===== src/rtl/regfile_wb_arbiter.sv =====
// regfile_wb_arbiter: round-robin arbiter sharing the register file write port; `define WB_ARB_BYPASS_EN to add decode bypass taps
module regfile_wb_arbiter #(
   parameter int NUM_REQ = 3,
   parameter int CNT_W = 16
) (
   input  logic                    clk,
   input  logic                    rst,
   input  logic                    hold,
   input  logic [NUM_REQ-1:0]      req_valid,
   input  logic [5*NUM_REQ-1:0]    req_rd_addr,
   input  logic [32*NUM_REQ-1:0]   req_rd_data,
   output logic [NUM_REQ-1:0]      req_ready,
   output logic                    rf_write_enable,
   output logic [4:0]              rf_rd_addr,
   output logic [31:0]             rf_rd_data,
`ifdef WB_ARB_BYPASS_EN
   input  logic [4:0]              byp_rs1_addr,
   input  logic [4:0]              byp_rs2_addr,
   output logic                    byp_rs1_hit,
   output logic                    byp_rs2_hit,
   output logic [31:0]             byp_rs1_data,
   output logic [31:0]             byp_rs2_data,
`endif
   output logic [CNT_W-1:0]        conflict_cnt
);
   localparam int IW = $clog2(NUM_REQ);
   logic [IW-1:0] ptr;
   logic [IW-1:0] gidx;
   logic          found;
   logic          grant;
   logic          contend;
   logic [4:0]    g_addr;
   logic [31:0]   g_data;
   // first valid requester searching from ptr upward, wrapping
   always_comb begin
      found = 1'b0;
      gidx = ptr;
      for (int k = 0; k < NUM_REQ; k++) begin
         if (!found && req_valid[(int'(ptr) + k) % NUM_REQ]) begin
            found = 1'b1;
            gidx = IW'((int'(ptr) + k) % NUM_REQ);
         end
      end
   end
   assign grant = found && !hold && rst;
   assign req_ready = grant ? NUM_REQ'(1) << gidx : '0;
   assign g_addr = req_rd_addr[5*gidx +: 5];
   assign g_data = req_rd_data[32*gidx +: 32];
   assign contend = !hold && ($countones(req_valid) > 1);
   // pointer, registered write stage and saturating contention counter
   always_ff @(posedge clk or negedge rst) begin
      if (!rst) begin
         ptr <= '0;
         rf_write_enable <= 1'b0;
         rf_rd_addr <= '0;
         rf_rd_data <= '0;
         conflict_cnt <= '0;
      end else begin
         rf_write_enable <= grant && (g_addr != 5'd0);
         if (grant) begin
            ptr <= (gidx == IW'(NUM_REQ - 1)) ? '0 : gidx + 1'b1;
            rf_rd_addr <= g_addr;
            rf_rd_data <= g_data;
         end
         if (contend && !(&conflict_cnt))
            conflict_cnt <= conflict_cnt + 1'b1;
      end
   end
`ifdef WB_ARB_BYPASS_EN
   assign byp_rs1_hit = rf_write_enable && (rf_rd_addr == byp_rs1_addr) && (byp_rs1_addr != 5'd0);
   assign byp_rs2_hit = rf_write_enable && (rf_rd_addr == byp_rs2_addr) && (byp_rs2_addr != 5'd0);
   assign byp_rs1_data = byp_rs1_hit ? rf_rd_data : '0;
   assign byp_rs2_data = byp_rs2_hit ? rf_rd_data : '0;
`endif
endmodule


===== config.mk =====
export PLATFORM = sky130hd
export DESIGN_NAME = regfile_wb_arbiter
export DESIGN_NICKNAME = d
export VERILOG_FILES = /design/src/rtl/regfile_wb_arbiter.sv
export SDC_FILE = /design/constraint.sdc
export NUM_CORES = 1
export LEC_CHECK = 0
export BUFFER_PORTS_ARGS = -buffer_cell sky130_fd_sc_hd__buf_2
export CAP_MARGIN = 20
export CORE_MARGIN = 2
export CORE_UTILIZATION = 41
export DETAILED_ROUTE_END_ITERATION = 6
export GPL_ROUTABILITY_DRIVEN = 0
export PLACE_DENSITY = 0.76
export SETUP_SLACK_MARGIN = 0.05
export SLEW_MARGIN = 30
export SYNTH_ARGS = -nofsm -noshare
export SYNTH_HDL_FRONTEND = slang
export SYNTH_SLANG_ARGS = --single-unit

===== constraint.sdc =====
create_clock -name clk -period 2.5 [get_ports clk]
set_clock_uncertainty 0.05 [all_clocks]
set_input_delay 0.125 -clock clk [delete_from_list [all_inputs] [get_ports clk]]
set_output_delay 0.125 -clock clk [all_outputs]
set_load 0.005 [all_outputs]

==> impl_metrics.py, run 1 <==
metrics = {
    "power_and_ir_drop": {
        "ir_drop_uv": 602,
        "seqPwrFrac_pct": 20.0,
        "switching_share_pct": 38.0,
        "p_leak_nw": 2.71,
        "switchingPower_w": 0.00281,
        "comb_power_share_pct": 72.9,
        "clkPwrFrac_pct": 7.2,
        "p_int_w": 0.00458,
        "power_density_nw_per_um2": 1390,
    },
    "synth": {
        "netlist.area_leader.share_pct": 41.5,
        "synth_top_area_cell": "dfrtp_1",
        "synth_top_family_by_area": "compound AO/OA/AOI/OAI gates",
        "synth_area_um2": 3370,
        "syn_nets": 452,
        "synthTopCellsByArea": "dfrtp_1 42%, mux2i_1 13%, a2bb2oi_1 7.0%",
        "yosys_warnings": 0,
        "ys_seq_area_share_pct": 41.5,
        "synth_cell_types": 43,
        "syn_area_per_cell_um2": 10.3,
        "synth-xor-area-share_pct": 3.63,
        "synth_compound_area_share_pct": 23.4,
        "synth_seq_cells": 56,
        "muxShareOfSynthArea_pct": 13.1,
        "synth_fa_ha_area_share_pct": 2.22,
        "synth_simple_gate_area_share_pct": 12.2,
        "synth_cells": 329,
    },
    "outcome": {
        "status": "finished, violations left",
        "violations": "setup timing",
    },
    "critical_path": {
        "worstSetupPathType": "flop to primary output",
        "critical_path.max_stage_delay_ns": 0.44,
        "path_max_fanout": 4,
        "endpoint_kind": "primary output",
        "crit_arrival_ns": 2.49,
        "required_ns": 2.33,
        "cp_slowest_cell": "or4_4",
        "path_cells": "inv_2 > buf_4 > ha_2 > nand3b_1 > o21ai_2 > or4_4 > a31oi_4 > buf_12 > nor3b_4 > buf_2",
        "startpoint_type": "flop",
    },
    "clock_network": {
        "clkSinkCount": 56,
        "clk_latency_ns": 0.30,
        "numCtsBuffers": 5,
        "cts-root-buf": "clkbuf_8",
        "clkTransAtPathRegs_ns": 0.11,
        "cts_max_path_buffers": 2,
        "htree_levels": 2,
        "cts_tree": "built",
    },
    "routing": {
        "drc": 0,
        "routedWlPerCell_um": 15.6,
        "m1WireLength_mm": 4.15,
        "dr_total_vias": 3380,
        "wl_mm": 10.2,
        "wl_met3_um": 758,
        "vias_per_cell": 5.15,
        "final_antenna_net_count": 0,
        "routed.top_layer": "met4",
        "first_pass_iters": 7,
        "drt-initial-drc-count": 79,
        "wl_met2_mm": 5.26,
    },
    "finish": {
        "final_cell_mix": "173 x buf_2, 55 x dfrtp_1, 47 x nand2_1",
        "fin_util_pct": 65.7,
        "drive_gt1_share_pct": 55.9,
        "mostFrequentLayoutCell": "buf_2",
        "diodes": 0,
        "nets": 673,
        "postLayoutCellArea_um2": 5320,
        "syn2layout_area_growth_pct": 57.5,
    },
    "floorplanning": {
        "ios": 174,
        "rows": 33,
        "initial_utilization_pct": 41.7,
        "fp.dieArea_um2": 8970,
        "core_area_um2": 8090,
        "die_h_um": 94.7,
        "dieWidth_um": 94.7,
    },
    "global_routing": {
        "grt_pass1_vias": 3097,
        "grt_first_pass_wirelength_mm": 14.8,
        "grt_overflow": 0,
        "grt_usage_pct": 21.1,
        "grt_max_degree": 57,
        "antenna_found_initial": 0,
    },
    "timing": {
        "post-route-min-period_ns": 2.66,
        "relSlewSlack_pct": 52.4,
        "fmax_mhz": 376,
        "setup_viol": 40,
        "fin_crit_sh_pct": 106,
        "finalMaxSlewViolations": 0,
        "hold_viol": 0,
        "rsz0062_at_grt": "yes",
        "tightest_slew_ns": 0.714,
        "setup_slack_ns": -0.162,
    },
    "placement": {
        "dpl-instance-area_um2": 4630,
        "dp_hpwl_mm": 7.14,
        "portBuffers": 173,
    },
    "min_path": {
        "hold_path_class": "input port to flop",
    },
    "job": {
        "cap_violations": 0,
    },
}
==> layout make-up <==
cell class                      count  area (um2)
Sequential cell                    56        1400
Inverter                            4        15.0
Tap cell                          105         131
Fill cell                         674        2780
Clock inverter                      2        13.8
Multi-Input combinational cell    247        2060
Timing Repair Buffer              236        1610
Clock buffer                        6        82.6
==> sequential cells by signal (all words and copies together), names as in the netlist <==
register and cells:
rf_rd_data 32, conflict_cnt 16, rf_rd_addr 5, ptr 2, rf_write_enable 1
==> cells in the mapped netlist (all sizes together) <==
library cell	count
dfrtp	56
nand2	48
mux2i	43
o21ai	40
a2bb2oi	37
nor2	15
buf	14
clkbuf	8
xnor2	7
xor2	7
ha	6
a21oi	5
nand3	5
inv	4
and2	3
nor2b	3
and3	2
and4	2
nand3b	2
nand4	2
nor3	2
o31ai	2
a221o	1
a22o	1
a22oi	1
a31oi	1
a41oi	1
and2b	1
mux2	1
nand2b	1
nor3b	1
o211ai	1
o21bai	1
o41a	1
o41ai	1
or2	1
or3	1
or4	1
==> path summary, 6_finish.rpt <==
kind | from | end | cells after the start | slack [ns]
min in group asynchronous | rst | conflict_cnt[14] | 3 | 0.45
hold / removal | req_rd_data[81] | rf_rd_data[17] | 3 | 0.01
setup / recovery | ptr[0] | req_ready[2] | 10 | -0.16
hold reg to reg | rf_rd_data[19] | rf_rd_data[19] | 2 | 0.43
setup reg to reg | ptr[0] | rf_write_enable | 12 | -0.14
max in group asynchronous | rst | ptr[1] | 3 | 1.43
==> critical path: cells and delay by family, from the launching register on <==
family | cells | cell delay, ns
adder cells (fa/ha/maj) | 1 | 0.19
AND/OR/NAND/NOR | 3 | 0.78
AO/OA/AOI/OAI | 2 | 0.28
flip-flops | 1 | 0.42
buffers and inverters | 4 | 0.49
==> timing repair <==
action / CTS / global route
endpoints found under the hold margin: 56 / 0
setup endpoints to repair: 41 / 42
pin swaps: 5 / 7
gates resized for setup: 40 / 20
hold buffers: 1 / 0
setup buffers: 21 / 3
cloned: 4 / 2
==> power groups by stage <==
stage / registers, W / logic [W] / clock network, W
floorplan: 0.00150 / 0.00258 / 0
global placement: 0.00147 / 0.00389 / 0
detailed placement: 0.00148 / 0.00400 / 0
CTS: 0.00147 / 0.00492 / 0.000548
global route: 0.00152 / 0.00577 / 0.000585
finish: 0.00148 / 0.00539 / 0.000531
==> metal layers <==
metal  up-vias  track usage, %
met4         0            4.71
met1      1598            25.5
li1       1636               -
met2       140            38.8
met5         -               0
met3         6            3.75
==> logic make-up after synthesis <==
group | count (synthesis)
fa+ha+maj | 6
compound gates | 93
buf+inv | 26
mux | 44
xor+xnor | 14
simple gates | 90
flops | 56
==> through the flow <==
stage	worst slack, ns	hold slack [ns]	std cells	total power, W	setup TNS (ns)
6_report	-0.162	0.0149	656	0.00740	-2.39
5_1_grt	-0.244	0.0227	656	0.00788	-6.40
4_1_cts	-0.147	0.0110	651	0.00694	-2.83
3_5_place_dp	-0.148	0.269	618	0.00549	-3.27
3_3_place_gp	-0.0511	0.265	618	0.00536	-0.0767
2_1_floorplan	0.0525	-0.221	329	0.00408	0
Note: power is estimated with default switching activity, not from simulation.
==> inputs of run 2 (changes only) <==
Settings changed: TNS_END_PERCENT set to 10.
==> run 2 against run 1 <==
Core utilization shrank 1.7 points; final cell count shrank 1.1%; clock-buffer cell count is the same; critical path depth shrank 1; sequential power is essentially flat; highest routed layer unchanged; first-iteration DRC count shrank 16%; clock power is essentially flat; total power shrank 5.8%; maximum frequency grew 0.66%; the run still ends with setup timing left.
==> impl_metrics.py, run 2 (synthesis gave the netlist of run 1 again) <==
metrics = {
    "routing": {
        "first_pass_iters": 6,
        "vias_per_cell": 5.07,
        "drt-initial-drc-count": 66,
        "wl_mm": 9.86,
        "dr_total_vias": 3292,
        "routedWlPerCell_um": 15.2,
        "final_antenna_net_count": 0,
        "drc": 0,
    },
    "timing": {
        "finalMaxSlewViolations": 0,
        "hold_viol": 0,
        "fin_crit_sh_pct": 106,
        "tightest_slew_ns": 0.707,
        "relSlewSlack_pct": 52.9,
        "setup_slack_ns": -0.145,
        "setup_viol": 31,
        "fin_tns_setup_ns": -0.802,
        "rsz0062_at_grt": "yes",
        "fmax_mhz": 378,
        "post-route-min-period_ns": 2.64,
    },
    "critical_path": {
        "endpoint_kind": "primary output",
        "startpoint_type": "flop",
        "required_ns": 2.33,
        "worstSetupPathType": "flop to primary output",
        "path_cells": "inv_2 > ha_4 > mux2i_1 > nor2_1 > or4_4 > a31oi_4 > buf_12 > nor3b_4 > buf_2",
        "crit_arrival_ns": 2.47,
        "cp_slowest_cell": "or4_4",
        "critical_path.max_stage_delay_ns": 0.50,
        "path_max_fanout": 4,
    },
    "placement": {
        "dp_hpwl_mm": 7.14,
        "portBuffers": 173,
        "dpl-instance-area_um2": 4630,
    },
    "global_routing": {
        "grt_usage_pct": 19.6,
        "grt_pass1_vias": 2982,
        "grt_max_degree": 57,
        "grt_overflow": 0,
        "antenna_found_initial": 0,
        "grt_first_pass_wirelength_mm": 13.9,
    },
    "outcome": {
        "violations": "setup timing",
        "status": "finished, violations left",
    },
    "power_and_ir_drop": {
        "p_leak_nw": 2.65,
        "power_density_nw_per_um2": 1350,
        "ir_drop_uv": 892,
    },
    "finish": {
        "syn2layout_area_growth_pct": 53.4,
        "nets": 666,
        "regMostFlops": "rf_rd_data",
        "mostFrequentLayoutCell": "buf_2",
        "postLayoutCellArea_um2": 5170,
        "final_cell_mix": "173 x buf_2, 55 x dfrtp_1, 47 x nand2_1",
        "drive_gt1_share_pct": 53.7,
        "fin_util_pct": 63.9,
        "reg.largest.list": "rf_rd_data (32), conflict_cnt (16), rf_rd_addr (5)",
        "largest_reg_flops": 32,
        "diodes": 0,
    },
    "clock_network": {
        "cts_max_path_buffers": 2,
        "clk_latency_ns": 0.30,
        "numCtsBuffers": 5,
        "clkSinkCount": 56,
        "htree_levels": 2,
        "cts-root-buf": "clkbuf_8",
        "clkTransAtPathRegs_ns": 0.11,
        "cts_tree": "built",
    },
    "floorplanning": {
        "fp.dieArea_um2": 8970,
        "core_area_um2": 8090,
        "dieWidth_um": 94.7,
        "rows": 33,
        "initial_utilization_pct": 41.7,
        "die_h_um": 94.7,
        "ios": 174,
    },
    "job": {
        "cap_violations": 0,
    },
    "min_path": {
        "hold_path_class": "input port to flop",
    },
}
-- run 2: cell types whose count changed in the layout (fill, tap and decap cells not counted), moves of 2 or more --
cell and delta:
a2bb2oi_2 -5, buf_16 -3, a2bb2oi_1 +5, buf_6 -5, mux2i_2 -2, o21ai_2 -2
-- run 2: metrics by stage --
| stage | hold WS (ns) | instances | total power (W) | worst slack [ns] |
|---|---|---|---|---|
| after global placement | 0.265 | 618 | 0.00536 | -0.0511 |
| after CTS | 0.0110 | 639 | 0.00626 | -0.152 |
| after floorplan | -0.221 | 329 | 0.00408 | 0.0525 |
| final | 0.0154 | 649 | 0.00697 | -0.145 |
| after global routing | 0.0197 | 649 | 0.00742 | -0.231 |
| after detailed placement | 0.269 | 618 | 0.00549 | -0.148 |
-- run 2: cell type report --
cell class / count / area (um2)
Sequential cell: 56 / 1400
Multi-Input combinational cell: 247 / 2040
Inverter: 4 / 15.0
Timing Repair Buffer: 229 / 1490
Tap cell: 105 / 131
Clock inverter: 2 / 13.8
Clock buffer: 6 / 82.6
Fill cell: 681 / 2920
-- run 2: worst max-delay path, delay by kind of cell (launching register included) --
kind            cells  cell delay [ns]
compound gates      1             0.18
mux                 1             0.19
simple gates        3             0.79
flops               1             0.46
fa+ha+maj           1             0.15
buf+inv             3             0.38
-- run 2: per-layer routing --
metal / vias up / wire length, um / GRT usage, %
met4: 0 / 63 / 3.62
met2: 128 / 5040 / 36.5
met1: 1537 / 4020 / 23.7
li1: 1621 / - / -
met3: 6 / 743 / 3.59
met5: - / 0 / 0
-- run 2: final timing paths --
path | end | slack (ns) | cells after the start | startpoint
setup / recovery | req_ready[2] | -0.14 | 9 | ptr[1]
hold / removal | rf_rd_data[17] | 0.02 | 3 | req_rd_data[81]
setup reg to reg | rf_write_enable | -0.07 | 12 | ptr[0]
max in group asynchronous | ptr[1] | 1.44 | 3 | rst
hold reg to reg | rf_rd_data[19] | 0.43 | 2 | rf_rd_data[19]
min in group asynchronous | conflict_cnt[14] | 0.46 | 3 | rst
-- run 2: power breakdown --
| part | internal (W) | switching (W) | total [W] |
|---|---|---|---|
| clock | 0.000228 | 0.000301 | 0.000529 |
| combinational | 0.00281 | 0.00215 | 0.00496 |
| sequential | 0.00125 | 0.000229 | 0.00148 |
| total | 0.00429 | 0.00268 | 0.00697 |
-- run 2: timing repair --
item                                   CTS  global route
hold buffers                             1             0
setup endpoints to repair               41            41
gates resized for setup                 19            27
pin swaps                                4             7
setup buffers                           11            10
gates cloned                             1             2
endpoints found under the hold margin   56             0
